<file path="src/rtl/ir_fetch_sequencer.sv">
// Multicycle instruction fetch front-end: reads four bytes at PC..PC+3 and strobes them
// into the instruction register one byte lane at a time, then advances PC by 4.
module ir_fetch_sequencer #(
  parameter int unsigned       ADDR_W   = 8,
  parameter logic [ADDR_W-1:0] RESET_PC = '0
) (
  input  logic              clock,
  input  logic              reset_n,
  input  logic              fetch_start,
  input  logic              fetch_abort,
  input  logic              pc_load,
  input  logic [ADDR_W-1:0] pc_in,
  output logic              mem_rd,
  output logic [ADDR_W-1:0] mem_addr,
  input  logic [7:0]        mem_rdata,
  input  logic              mem_ready,
  output logic [3:0]        ir_write,
  output logic [7:0]        ir_byte,
  output logic [ADDR_W-1:0] pc_out,
  output logic              busy,
  output logic              fetch_done
);

  typedef enum logic [1:0] {
    StIdle,
    StReq,
    StDone
  } state_e;

  state_e            state_q, state_d;
  logic [ADDR_W-1:0] pc_q, pc_d;
  logic [ADDR_W-1:0] addr_q, addr_d;
  logic [1:0]        idx_q, idx_d;
  logic              rd_q, rd_d;
  logic [3:0]        wr_q, wr_d;
  logic [7:0]        byte_q, byte_d;
  logic              busy_q, busy_d;
  logic              done_q, done_d;

  always_ff @(posedge clock or negedge reset_n) begin
    if (!reset_n) begin
      state_q <= StIdle;
      pc_q    <= RESET_PC;
      addr_q  <= RESET_PC;
      idx_q   <= '0;
      rd_q    <= 1'b0;
      wr_q    <= '0;
      byte_q  <= '0;
      busy_q  <= 1'b0;
      done_q  <= 1'b0;
    end else begin
      state_q <= state_d;
      pc_q    <= pc_d;
      addr_q  <= addr_d;
      idx_q   <= idx_d;
      rd_q    <= rd_d;
      wr_q    <= wr_d;
      byte_q  <= byte_d;
      busy_q  <= busy_d;
      done_q  <= done_d;
    end
  end

  always_comb begin
    state_d = state_q;
    pc_d    = pc_q;
    addr_d  = addr_q;
    idx_d   = idx_q;
    rd_d    = 1'b0;
    wr_d    = '0;
    byte_d  = byte_q;
    busy_d  = 1'b0;
    done_d  = 1'b0;

    unique case (state_q)
      StIdle: begin
        // A simultaneous load takes effect first, so the fetch reads from pc_in.
        if (pc_load) begin
          pc_d = pc_in;
        end
        addr_d = pc_d;
        if (fetch_start) begin
          state_d = StReq;
          idx_d   = '0;
          rd_d    = 1'b1;
          busy_d  = 1'b1;
        end
      end

      StReq: begin
        rd_d   = 1'b1;
        busy_d = 1'b1;
        if (fetch_abort) begin
          state_d = StIdle;
          rd_d    = 1'b0;
          busy_d  = 1'b0;
          idx_d   = '0;
          addr_d  = pc_q;
        end else if (mem_ready) begin
          byte_d = mem_rdata;
          wr_d   = 4'b0001 << idx_q;
          idx_d  = idx_q + 2'd1;
          if (idx_q == 2'd3) begin
            state_d = StDone;
            rd_d    = 1'b0;
            done_d  = 1'b1;
          end else begin
            addr_d = pc_q + ADDR_W'(idx_d);
          end
        end
      end

      StDone: begin
        state_d = StIdle;
        pc_d    = pc_q + ADDR_W'(4);
        addr_d  = pc_d;
        idx_d   = '0;
      end

      default: begin
        state_d = StIdle;
      end
    endcase
  end

  assign mem_rd     = rd_q;
  assign mem_addr   = addr_q;
  assign ir_write   = wr_q;
  assign ir_byte    = byte_q;
  assign pc_out     = pc_q;
  assign busy       = busy_q;
  assign fetch_done = done_q;

  a_ir_write_onehot0 : assert property (@(posedge clock) disable iff (!reset_n)
    $onehot0(ir_write));

  a_busy_matches_state : assert property (@(posedge clock) disable iff (!reset_n)
    busy == (state_q != StIdle));

endmodule
</file>
<file path="config.mk">
export PLATFORM = sky130hd
export DESIGN_NAME = ir_fetch_sequencer
export DESIGN_NICKNAME = d
export VERILOG_FILES = /design/src/rtl/ir_fetch_sequencer.sv
export SDC_FILE = /design/constraint.sdc
export NUM_CORES = 1
export LEC_CHECK = 0
export CAP_MARGIN = 20
export CORE_ASPECT_RATIO = 2
export CORE_MARGIN = 4
export CORE_UTILIZATION = 36
export DETAILED_ROUTE_END_ITERATION = 8
export GPL_TIMING_DRIVEN = 1
export PLACE_DENSITY = 0.58
export SETUP_SLACK_MARGIN = 0.5
export SYNTH_ARGS = -nofsm -noshare
export SYNTH_HDL_FRONTEND = slang
export SYNTH_SLANG_ARGS = --single-unit
</file>
<file path="constraint.sdc">
create_clock -name clock -period 2.1 [get_ports clock]
set_input_delay 0.525 -clock clock [delete_from_list [all_inputs] [get_ports clock]]
set_output_delay 0.525 -clock clock [all_outputs]
set_load 0.005 [all_outputs]
</file>
==> results by group <==
Status
  • Outcome: complete, no violations

Global routing
  • Number of global-route vias before repair: ~1800
  • First-pass GRT wire length: between 8000 and 9000 um
  • Met1 Track Usage GR: 0.181
  • GR peak layer: met2
  • GR Util met3: 0.0372
  • Initial antenna violation count: 0
  • GR Util All Layers: 0.174
  • Total gr overflow: 0
  • Met2 Use GR: 0.314
  • Largest net degree at the start of global routing: 35

Drt
  • Vias: between 1500 and 2000
  • Per-cell routed wire length: about 16 um
  • Via density: around 5.3
  • Initial drt markers: between 40 and 50
  • ANT nets after route: 0
  • DRT Wirelength: 5690 um
  • Drt drc: 0
  • Initial DRT Pass Iterations: 4

Power
  • Switch share: 0.377
  • NetSw: 0.00149 W
  • Combinational share of power: 0.595
  • Power Density: ~1300 mW/mm2
  • Clk network pwr share: 0.132
  • Worst vdd ir: 0.819 mV
  • Lkg Pwr: roughly 1.5 nW
  • Sequential Power Share: 0.274
  • Internal power: 0.00245 W

Yosys
  • Cells after synthesis: between 200 and 250
  • Top cells by area, synth: dfrtp_1, ha_1, mux2i_1
  • Most numerous cell in the Yosys netlist: dfrtp_1
  • Avg Cell Area, Syn: 10.1 um2
  • Mapped Area: a little over 0.002 mm2
  • Sequential area share after synthesis: 0.419
  • Top cells by instance count after synthesis: dfrtp_1, nand2_1, a21oi_1, ha_1, mux2i_1
  • Synth Flop Type: dfrtp_1
  • EDFF count, synth: 0
  • Seq cells post-synth: 34
  • YS warnings: 0
  • Asr flop ratio synth: 1.00
  • Post-synth cell types: 46
  • Synth top area share: 0.419
  • Synth Net Count: around 240
  • Area leader, netlist: dfrtp_1

CTS
  • Clk sink count: 34
  • Clock Pin Slew Worst Setup and Hold Paths: approximately 0.08 ns
  • Hold buffers post-CTS: 0
  • Cts bufs inserted: 5
  • Longest Clk Path Bufs: 2
  • CTS tree: done
  • H-tree depth: 2
  • Clk_lat worst skew: about 0.29 ns
  • Clk root buf: clkbuf_8

Floorplan
  • Die ar.: approximately 0.007 mm2
  • IO Pins: 53
  • Core area: between 0.005 and 0.006 mm2
  • Die H: 114 um
  • Row count: 38
  • Die X: roughly 60 um
  • Initial Util: 0.371

Critical path
  • Required @ worst endpoint: ~2.3 ns
  • Setup slack, reg-to-reg: about 0.28 ns
  • Crit path DAT: 2.00 ns
  • Crit-path max FO: 5
  • Startpoint types: flip-flop
  • Kind of critical path: flip-flop to flip-flop
  • CP Capture Type: flip-flop

Final layout
  • Fin cells: ~350
  • Fraction of layout cells with a size suffix above 1: 0.287
  • Area Growth Syn to Fin: 52.2%
  • ANT cells: 0
  • Final #Nets: ~320

Min path
  • Hold crit path type: flip-flop to flip-flop

Place
  • GP Congestion: ~0.83
  • HPWL Detailed: about 4100 um
  • IO buf count: 52
  • Dpl cells: around 320

Timing
  • Final setup violation count: 0
  • Max-slew violations: 0
  • Max Fclk: about 550 MHz
  • Final Hold Viols: 0
  • RSZ-0062 raised after global routing: true
  • Tcrit/Tclk final: 0.865
  • Setup Total Neg Slack: 0 ns
  • Worst slew margin: 0.700
  • Worst slew pin tran: 0.451 ns
  • Tmin final: around 1.8 ns
  • Clock skew: between 0.007 and 0.008 ns

Flow run
  • # Max-Cap Violations: 0
==> power by group through the flow <==
stage,registers [W],clock network (W),logic (W)
6_report,0.00108,0.000519,0.00234
5_1_grt,0.00112,0.000555,0.00258
4_1_cts,0.00109,0.000530,0.00226
3_5_place_dp,0.00120,0,0.00206
3_3_place_gp,0.00119,0,0.00205
2_1_floorplan,0.00116,0,0.00111
==> final timing paths <==
check                                        from                       to  depth (start not counted)
setup / recovery             idx_q[0]$_DFFE_PN0P_  mem_addr[3]$_DFFE_PN0P_                          7
min in group asynchronous                 reset_n           busy$_DFF_PN0_                          2
hold reg to reg            ir_byte[0]$_DFFE_PN0P_   ir_byte[0]$_DFFE_PN0P_                          1
max in group asynchronous                 reset_n    pc_out[4]$_DFFE_PN0P_                          2
hold / removal             ir_byte[0]$_DFFE_PN0P_   ir_byte[0]$_DFFE_PN0P_                          1
setup reg to reg             idx_q[0]$_DFFE_PN0P_  mem_addr[3]$_DFFE_PN0P_                          7
==> critical path: stages (launching register included) <==
cell and delay (ns):
dfrtp_1 0.39, inv_2 0.12, ha_4 0.23, ha_4 0.27
a21oi_4 0.07, o31a_1 0.23, o21a_1 0.17, o221a_2 0.22
==> final cells by class <==
cell class,count,area [um2]
clock buffers,7,86.3
multi-input cells,144,1200
well taps,60,75.1
repair buffers,89,821
inverters,11,41.3
fillers,488,2380
clock inverters,1,5.00
flip-flops and latches,34,860
==> timing repair <==
item,4_1_cts,5_1_grt
gates resized for setup,59,11
pin swaps,4,6
cloned,1,0
endpoints found under the setup margin,53,20
buffers inserted,12,3
==> logic make-up (layout without fill, tap and decap cells) <==
kind of cell    after synthesis  in the layout  synth area share
simple gates                 54             54             0.133
compound gates               53             53             0.182
flops                        34             34             0.419
buf+inv                      24            108            0.0579
mux                          21             21             0.113
fa+ha+maj                    12             12            0.0776
xor+xnor                      4              4            0.0173
==> placed cells by master, fill, tap and decap left out, types with 2 or more instances in the layout <==
cell             Yosys  routed
a211oi_1             2       2
a21oi_1             11      10
a21oi_4              1       2
a221oi_2             1       2
a31oi_1              5       5
and3_1              10      10
buf_12               0       2
buf_4                3      30
buf_6                1       4
clkbuf_8             0       6
clkdlybuf4s50_1      0      18
dfrtp_1             34      27
dfrtp_2              0       7
dlygate4sd2_1        0      32
ha_1                11       3
ha_4                 0       7
inv_1                9       4
inv_2                2       7
mux2_1               8       8
mux2_4               2       2
mux2i_1             11      11
nand2_1             17      16
nand2b_1             4       3
nand3_1              6       6
nor2_1               9       8
nor2b_1              3       2
o21a_1               5       5
o21ai_0              7       4
o21ai_1              4       7
o22ai_1              3       3
o31ai_1              2       2
xnor2_1              3       3
==> registers in the layout, summed over array words and instances, names as in the netlist <==
register / count
fetch_done: 1
mem_addr: 8
idx_q: 2
ir_write: 3
pc_out: 8
ir_byte: 8
state_q: 2
mem_rd: 1
busy: 1
==> per-layer routing <==
metal | vias up | wire length [um]
met5 | - | 0
met4 | 0 | 163
met3 | 13 | 315
met2 | 54 | 3180
met1 | 883 | 2030
li1 | 883 | -
==> per-stage QoR <==
stage	setup WS, ns	utilization	hold slack (ns)	total power, W	cell area [um2]
6_report	0.284	0.565	0.476	0.00394	3090
5_1_grt	0.198	0.565	0.494	0.00425	3090
4_1_cts	0.216	0.553	0.485	0.00387	3020
3_5_place_dp	0.0384	0.509	0.474	0.00326	2780
3_3_place_gp	0.0708	0.509	0.466	0.00324	2780
2_1_floorplan	0.343	-	0.229	0.00227	2080
(Power assumes the default switching activity.)
